===== src/rtl/byte_lsu_pkg.sv =====
`default_nettype none
// ============================================================================
//  Module   : lsu_pkg
//  Purpose  : Shared size encodings, state type and helpers for byte_lsu.
//  Revision : 1.0 - initial release
// ============================================================================
package lsu_pkg;

    localparam logic [1:0] SZ_BYTE = 2'b00;
    localparam logic [1:0] SZ_HALF = 2'b01;
    localparam logic [1:0] SZ_WORD = 2'b10;
    localparam logic [1:0] SZ_RSVD = 2'b11;

    typedef enum logic [2:0] {
        ST_IDLE  = 3'd0,
        ST_WRITE = 3'd1,
        ST_READ  = 3'd2,
        ST_DRAIN = 3'd3,
        ST_DONE  = 3'd4
    } lsu_state_t;

    // Reserved size reports one beat so beats_of()-1 never underflows.
    function automatic logic [2:0] beats_of(input logic [1:0] size);
        case (size)
            SZ_HALF: beats_of = 3'd2;
            SZ_WORD: beats_of = 3'd4;
            default: beats_of = 3'd1;
        endcase
    endfunction

    function automatic logic is_misaligned(input logic [1:0] size,
                                           input logic [1:0] addr_lo);
        case (size)
            SZ_BYTE: is_misaligned = 1'b0;
            SZ_HALF: is_misaligned = addr_lo[0];
            SZ_WORD: is_misaligned = (addr_lo != 2'b00);
            default: is_misaligned = 1'b1;
        endcase
    endfunction

endpackage
`default_nettype wire


===== src/rtl/byte_lsu_extend.sv =====
`default_nettype none
// ============================================================================
//  Module   : lsu_extend
//  Purpose  : Sign/zero extension of assembled load data by access size.
//  Revision : 1.0 - initial release
// ============================================================================
module lsu_extend
    import lsu_pkg::*;
(
    input  logic [31:0] i_data,
    input  logic [1:0]  i_size,
    input  logic        i_signed,
    output logic [31:0] o_data
);

    always_comb begin
        o_data = i_data;
        case (i_size)
            SZ_BYTE: o_data = {{24{i_signed & i_data[7]}},  i_data[7:0]};
            SZ_HALF: o_data = {{16{i_signed & i_data[15]}}, i_data[15:0]};
            default: o_data = i_data;
        endcase
    end

endmodule
`default_nettype wire


===== src/rtl/byte_lsu.sv =====
`default_nettype none
// ============================================================================
//  Module   : byte_lsu
//  Purpose  : MEM-stage load/store unit serialising byte/half/word accesses
//             into single-byte beats on a byte-wide registered-read RAM.
//  Revision : 1.0 - initial release
// ============================================================================
module byte_lsu
    import lsu_pkg::*;
#(
    parameter int ADDR_W = 12
) (
    input  logic              clk,
    input  logic              rst_n,
    input  logic              req_valid,
    output logic              req_ready,
    input  logic              req_we,
    input  logic [1:0]        req_size,
    input  logic              req_signed,
    input  logic [ADDR_W-1:0] req_addr,
    input  logic [31:0]       req_wdata,
    output logic              rsp_valid,
    output logic [31:0]       rsp_rdata,
    output logic              rsp_err,
    output logic              mem_we,
    output logic [ADDR_W-1:0] mem_adr,
    output logic [7:0]        mem_din,
    input  logic [7:0]        mem_dout
);

    lsu_state_t        state_q, state_d;
    logic [1:0]        size_q, size_d;
    logic              signed_q, signed_d;
    logic [ADDR_W-1:0] addr_q, addr_d;
    logic [31:0]       wdata_q, wdata_d;
    logic [1:0]        beat_q, beat_d;
    logic [1:0]        last_q, last_d;
    logic              cap_vld_q, cap_vld_d;
    logic [1:0]        cap_idx_q, cap_idx_d;
    logic [31:0]       asm_q, asm_d;
    logic [31:0]       rsp_rdata_q, rsp_rdata_d;
    logic              rsp_err_q, rsp_err_d;

    logic              w_accept;
    logic [31:0]       w_ext_data;

    assign w_accept = req_ready & req_valid;

    always_ff @(posedge clk) begin
        if (!rst_n) begin
            state_q     <= ST_IDLE;
            size_q      <= '0;
            signed_q    <= 1'b0;
            addr_q      <= '0;
            wdata_q     <= '0;
            beat_q      <= '0;
            last_q      <= '0;
            cap_vld_q   <= 1'b0;
            cap_idx_q   <= '0;
            asm_q       <= '0;
            rsp_rdata_q <= '0;
            rsp_err_q   <= 1'b0;
        end else begin
            state_q     <= state_d;
            size_q      <= size_d;
            signed_q    <= signed_d;
            addr_q      <= addr_d;
            wdata_q     <= wdata_d;
            beat_q      <= beat_d;
            last_q      <= last_d;
            cap_vld_q   <= cap_vld_d;
            cap_idx_q   <= cap_idx_d;
            asm_q       <= asm_d;
            rsp_rdata_q <= rsp_rdata_d;
            rsp_err_q   <= rsp_err_d;
        end
    end

    // Read data trails its address by one cycle, so capture is tagged with
    // the beat index that was presented in the previous cycle.
    always_comb begin
        cap_vld_d = (state_q == ST_READ);
        cap_idx_d = beat_q;
        asm_d     = asm_q;
        if (w_accept) begin
            asm_d = '0;
        end else if (cap_vld_q) begin
            asm_d[{cap_idx_q, 3'b000} +: 8] = mem_dout;
        end
    end

    lsu_extend u_extend (
        .i_data   (asm_d),
        .i_size   (size_q),
        .i_signed (signed_q),
        .o_data   (w_ext_data)
    );

    always_comb begin
        state_d     = state_q;
        size_d      = size_q;
        signed_d    = signed_q;
        addr_d      = addr_q;
        wdata_d     = wdata_q;
        beat_d      = beat_q;
        last_d      = last_q;
        rsp_rdata_d = rsp_rdata_q;
        rsp_err_d   = rsp_err_q;

        case (state_q)
            ST_IDLE: begin
                if (req_valid) begin
                    size_d   = req_size;
                    signed_d = req_signed;
                    addr_d   = req_addr;
                    wdata_d  = req_wdata;
                    beat_d   = '0;
                    last_d   = 2'(beats_of(req_size) - 3'd1);
                    if (is_misaligned(req_size, req_addr[1:0])) begin
                        state_d     = ST_DONE;
                        rsp_err_d   = 1'b1;
                        rsp_rdata_d = '0;
                    end else begin
                        state_d = req_we ? ST_WRITE : ST_READ;
                    end
                end
            end
            ST_WRITE: begin
                if (beat_q == last_q) begin
                    state_d     = ST_DONE;
                    rsp_err_d   = 1'b0;
                    rsp_rdata_d = '0;
                end else begin
                    beat_d = beat_q + 2'd1;
                end
            end
            ST_READ: begin
                if (beat_q == last_q) begin
                    state_d = ST_DRAIN;
                end else begin
                    beat_d = beat_q + 2'd1;
                end
            end
            ST_DRAIN: begin
                // Final byte lands this edge; extend from the next-state value.
                state_d     = ST_DONE;
                rsp_err_d   = 1'b0;
                rsp_rdata_d = w_ext_data;
            end
            ST_DONE: begin
                state_d = ST_IDLE;
            end
            default: begin
                state_d = ST_IDLE;
            end
        endcase
    end

    assign req_ready = (state_q == ST_IDLE);
    assign rsp_valid = (state_q == ST_DONE);
    assign rsp_rdata = rsp_rdata_q;
    assign rsp_err   = rsp_err_q;
    assign mem_we    = (state_q == ST_WRITE);
    assign mem_adr   = ((state_q == ST_WRITE) || (state_q == ST_READ))
                       ? (addr_q + ADDR_W'(beat_q)) : '0;
    assign mem_din   = (state_q == ST_WRITE) ? wdata_q[{beat_q, 3'b000} +: 8] : 8'h00;

endmodule
`default_nettype wire


===== config.mk =====
export PLATFORM = sky130hd
export DESIGN_NAME = byte_lsu
export DESIGN_NICKNAME = d
export VERILOG_FILES = /design/src/rtl/byte_lsu_pkg.sv /design/src/rtl/byte_lsu_extend.sv /design/src/rtl/byte_lsu.sv
export SDC_FILE = /design/constraint.sdc
export NUM_CORES = 1
export LEC_CHECK = 0
export ABC_AREA = 1
export CAP_MARGIN = 15
export CORE_MARGIN = 3
export CORE_UTILIZATION = 49
export CTS_BUF_LIST = sky130_fd_sc_hd__clkbuf_4
export DETAILED_ROUTE_END_ITERATION = 7
export GPL_ROUTABILITY_DRIVEN = 0
export PLACE_DENSITY = 0.77
export RECOVER_POWER = 100
export SLEW_MARGIN = 20
export SYNTH_ARGS = -nofsm -noshare
export SYNTH_HDL_FRONTEND = slang
export SYNTH_SLANG_ARGS = --single-unit

===== constraint.sdc =====
create_clock -name clk -period 3.18 [get_ports clk]
set_input_delay 0.636 -clock clk [delete_from_list [all_inputs] [get_ports clk]]
set_output_delay 0.636 -clock clk [all_outputs]
set_load 0.01 [all_outputs]

== Word-level counts from Yosys, hierarchy flattened ==
Index checks and enable logic that the tools add are counted.

* Add/subtract/negate cells: 4
* Equal/unequal tests: 13
* Reductions and logical operators: 12
* Shift-type cells: 3
* Muxes and demuxes: 29
* Bitwise logic cells: 3

{| class="wikitable"
|+ Operators with widths
! cell !! number
|-
| 32-bit two-way mux || 5
|-
| 32-bit case mux with 3 select lines || 1
|-
| 32-bit case mux with 2 select lines || 1
|-
| 32-bit bitwise mux || 1
|-
| 8-bit by 7-bit variable shift with 32-bit output (first input constant) || 1
|-
| 32-bit by 6-bit variable part select with 8-bit output || 1
|-
| 8-bit by 7-bit variable part select with 32-bit output || 1
|-
| 12-bit by 2-bit adder with 12-bit output || 1
|-
| 12-bit two-way mux || 1
|-
| 3-bit two-way mux || 4
|-
| 3-bit case mux with 4 select lines || 1
|-
| 2-bit two-way mux || 5
|-
| 8-bit two-way mux || 1
|-
| 2-bit case mux with 2 select lines || 2
|-
| 5-bit negator with 7-bit output || 1
|-
| 3-bit by 2-bit equality test with 1-bit output (second input constant) || 2
|-
| 2-bit by 1-bit inequality test with 1-bit output (second input constant) || 3
|-
| 1-bit case mux with 3 select lines || 2
|-
| 3-bit AND reduction || 2
|-
| 1-bit two-way mux || 5
|-
| 2-bit by 1-bit equality test with 1-bit output (second input constant) || 2
|-
| 2-bit logical NOT || 2
|-
| 2-bit inequality test (second input constant) || 2
|-
| 4-bit AND reduction || 1
|-
| other kinds (13) || 16
|}

* Register bits: 122
* Input port bits: 59
* Word-level logic and storage cells: 76
* Output and inout port bits: 56

== Longest topological paths before layout ==
* Word-level depth: 8
* Gate-level depth with buffers: 13
* Mapped depth without buffers: 11

== Modules after synthesis ==
From an unflattened synthesis, not the netlist that was laid out.

* Cells, all modules: 969
* Area, all modules: 6312.3 sq um

{| class="wikitable"
|+ Modules (own cells, without submodules)
! module !! area each (sq um) !! cells each !! instances !! seq. area each (sq um)
|-
| byte_lsu || 5845.6 || 897 || 1 || 2442.3
|-
| lsu_extend || 466.7 || 72 || 1 || 0.0
|}

== Worst setup path before layout ==
OpenSTA, ideal clock, no wires.

* Path kind: flip-flop to output port
* Start point: reg beat_q[1]
* End point: out mem_adr[8]
* Path buffers: 1
* Data required time: 2544 ps
* Slack: 526 ps
* Cell stages (with the launch flop): 9
* Arrival: 2018 ps
* Cells stage by stage: dfxtp_1 -> buf_2 -> clkinv_1 -> fa_1 -> inv_1 -> nand2_1 -> nor4_1 -> nand2_1 -> a21oi_1

* Longest elaborated chain between the ends: 2

{| class="wikitable"
|+ Ends and longest elaborated chain
! what !! RTL line !! text
|-
| from (decl) || byte_lsu.sv:36 || <nowiki>logic [1:0] beat_q, beat_d;</nowiki>
|-
| from (signal assigned) || byte_lsu.sv:69 || <nowiki>beat_q <= beat_d;</nowiki>
|-
| 12-bit by 2-bit adder with 12-bit output || byte_lsu.sv:165 || <nowiki>? (addr_q + ADDR_W'(beat_q)) : '0;</nowiki>
|-
| 12-bit two-way mux || byte_lsu.sv:165 ||
|-
| to (decl) || byte_lsu.sv:26 || <nowiki>output logic [ADDR_W-1:0] mem_adr,</nowiki>
|}

No other way between the ends.

== Worst setup path after layout ==
* Start point: reg beat_q[1]
* End point: out mem_adr[7]

Same word-level chain as after synthesis.

==> key figures <==
Run status
  • Outcome: finished with violations
  • Failing checks: max-capacitance violations, max-slew violations

Worst setup path
  • CP peak stage delay: 0.55 ns
  • CP max FO: 11
  • Crit path kind: reg -> out
  • Crit path launch: beat_q[1]$_SDFFE_PN0P_
  • Critical path startpoint category: flip-flop
  • CP cell instances: buf_4 > ha_1 > nand3_1 > nand2_2 > nand2_1 > o21ai_0 > a21oi_1 > clkdlybuf4s50_1
  • WP data arrival: 2.41 ns
  • Worst R2R Start: state_q[2]$_SDFFE_PN0P_
  • CP Data Required Time: 2.54 ns
  • Nature of the critical path endpoint: primary output
  • CP max-delay cell: clkdlybuf4s50_1

GRT
  • First-pass GRT wire length: 24.4 mm
  • GRT Residual Overflow: 0
  • Overall global routing resource usage: 0.230
  • Number of global-route vias before repair: 5,337
  • Largest net degree at the start of global routing: 61
  • Initial antenna violation count: 0

STA
  • Final max-slew violation count: 42
  • Post-route setup TNS: 0 ns
  • Final hold vios: 0
  • Worst relative slew slack: -0.0747
  • Clock Skews: 0.0132 ns
  • Tcrit/Tclk final: 0.958
  • Tmin final: 3.05 ns
  • Setup-failing EPs final: 0
  • Worst-margin pin slew: 1.61 ns
  • Worst Slack Setup Final: 0.135 ns
  • Fmax: 328 MHz

Clock network
  • Number of H-tree levels: 4
  • Clock sinks: 122
  • Clk Latency, worst-skew pair: 0.50 ns
  • Root buffer cell: clkbuf_4
  • Clock-pin transition on the worst setup and hold timing paths: 0.11 ns
  • Clock Tree Buf Depth: 2
  • TritonCTS clock tree: built
  • Number of CTS-inserted buffers: 17

Layout
  • Filler cells: 988
  • Final #Nets: 971
  • Diode count: 0
  • Finished Layout Cells: 1,054
  • Share of layout cells above drive strength 1: 0.0941
  • Fin util: 0.648
  • Fin area: 7150 um2
  • P&R area growth vs syn: 27.0%

Pwr
  • Net Sw Power: 1.41 mW
  • Internal cell power: 2.75 mW
  • Pleak: 2.97 nW
  • Part of the power in registers: 0.427
  • Pwr per Cell Area: 582 nW/um2
  • Clock share of power: 0.308
  • Comb pwr share: 0.265
  • Peak VDD IR: 0.000273 V
  • Switching Share: 0.340

Place
  • Placed cells: 1,018
  • IO buf count: 114
  • Place WS: 0.336 ns
  • Hpwl dp: 10.3 mm
  • Post-DP Area: 6830 um2

Floorplan
  • Ports: 115
  • Die height: 113 um
  • Row count: 38
  • Core box area: 11,000 um2
  • Initial Util: 0.510
  • Die width: 113 um
  • Die area: 12,800 um2

Detailed routing
  • Drt first pass iters: 6
  • Post-route antenna net violation count: 0
  • Total number of vias: 5,532
  • Drt initial violations: 330
  • Post-DR vias/cell: 5.25
  • Average wire per standard cell: 13.9 um
  • # DRC: 0
  • Total wire length: 14.6 mm

Synthesis
  • Async SR Flop Fraction: 0
  • Count of state elements after synthesis: 122
  • Post-synth EDFFs: 0
  • Average cell area after synthesis: 7.10 um2
  • Main synth FF type: dfxtp_1
  • Post-Syn Area: 5630 um2
  • YS warnings: 0
  • Sequential area share after synthesis: 0.434
  • Cells after Synth: 793
  • Netlist cell types: 36
  • Post-Syn Nets: 863

Flow run
  • Max_cap viols: 1

Min path
  • Min-Delay Path Class: reg -> reg
  • HP Start: rsp_err$_SDFFE_PN0P_
## flip-flops by register name (all words and copies together), names as in the netlist, 2 cells and up
name	cells
addr_q	12
asm_q	32
state_q	3
size_q	2
beat_q	2
rsp_rdata	32
wdata_q	32
last_q	2
cap_idx_q	2
## placed cells by master (no fill, tap or decap), drive strengths merged, types with 2 or more instances in the layout
| master | n |
|---|---|
| nor2 | 56 |
| clkinvlp | 5 |
| buf | 6 |
| inv | 70 |
| a21oi | 133 |
| dlygate4sd3 | 37 |
| nand2 | 245 |
| nand3b | 3 |
| xnor2 | 2 |
| clkbuf | 29 |
| clkdlybuf4s50 | 70 |
| ha | 10 |
| nand3 | 24 |
| dlymetal6s2s | 2 |
| o21ai | 63 |
| nand4 | 11 |
| bufinv | 5 |
| clkinv | 8 |
| dfxtp | 122 |
| nor3 | 7 |
## synthesized netlist by cell type, types with 2 or more instances
master      n  share of area
nand3_1    22          0.020
dfxtp_1   122           0.43
clkbuf_1   17          0.011
nor2_2      3         0.0033
nor3_1      7         0.0062
nand3b_1    2         0.0027
nand2_2     7         0.0078
a21oi_1   123           0.11
nor2_4      3         0.0060
inv_1      63          0.042
buf_2      11         0.0098
ha_1       10          0.022
o21ai_0    54          0.048
nand2_1   236           0.16
nor2_1     50          0.033
buf_4       6         0.0080
inv_2       8         0.0053
a21oi_2    10          0.016
nand4_1    10          0.011
o21ai_2     2         0.0031
nand2_4     2         0.0040
o21ai_1     7         0.0062
xnor2_1     2         0.0031
buf_6       4         0.0080
## critical path, delay by kind of cell (launching register included)
family	cells	cell delay [ns]
simple gates	3	0.33
fa+ha+maj	1	0.26
buf+inv	2	0.75
compound gates	2	0.21
flops	1	0.36
## stage by stage
| stage | power, mW | hold WS [ns] |
|---|---|---|
| after floorplan | 2.58 | 0.430 |
| after global placement | 2.87 | 0.440 |
| after detailed placement | 2.91 | 0.444 |
| after CTS | 4.18 | 0.460 |
| after global routing | 4.40 | 0.473 |
| final | 4.16 | 0.460 |
## layer usage
metal / share of wire / GRT usage
met2: 0.48 / 0.377
met1: 0.44 / 0.300
met5: 0 / 0
met3: 0.062 / 0.0524
met4: 0.016 / 0.0785
## path summary, 6_finish.rpt
check | depth (start not counted) | slack (ns) | endpoint
setup reg to reg | 6 | 0.37 | wdata_q[16]$_SDFFE_PN0P_
setup / recovery | 8 | 0.13 | mem_adr[7]
hold / removal | 2 | 0.46 | rsp_err$_SDFFE_PN0P_
hold reg to reg | 2 | 0.46 | rsp_err$_SDFFE_PN0P_
## power by group through the flow
stage | Sequential (mW) | Clock (mW) | Combinational [mW]
after floorplan | 1.77 | 0 | 0.805
after global placement | 1.80 | 0 | 1.07
after detailed placement | 1.81 | 0 | 1.10
after CTS | 1.77 | 1.30 | 1.11
after global routing | 1.79 | 1.37 | 1.23
final | 1.78 | 1.28 | 1.10
## area by class of cell
| class | instances | area [um2] | share of cell area |
|---|---|---|---|
| Multi-Input combinational cell | 559 | 2690 | 0.377 |
| Sequential cell | 122 | 2440 | 0.342 |
| Timing Repair Buffer | 127 | 1200 | 0.169 |
| Inverter | 73 | 283 | 0.0396 |
| Clock inverter | 14 | 203 | 0.0284 |
| Tap cell | 140 | 175 | 0.0245 |
| Clock buffer | 18 | 135 | 0.0189 |
| Timing Repair inverter | 1 | 7.51 | 0.00105 |
## kinds of logic after synthesis
family          share of synthesized area
flops                               0.434
buf+inv                            0.0874
simple gates                        0.263
xor+xnor                          0.00311
fa+ha+maj                          0.0258
compound gates                      0.186
## what timing repair did
action                     CTS  global route
setup buffers                0             3
gates cloned                 0             1
pin swaps                    0             1
gates resized for setup      4            20
hold buffers                 0             0
hold endpoints to repair     0             0
setup endpoints to repair    3            15
Power figures use the tool's default switching activity.
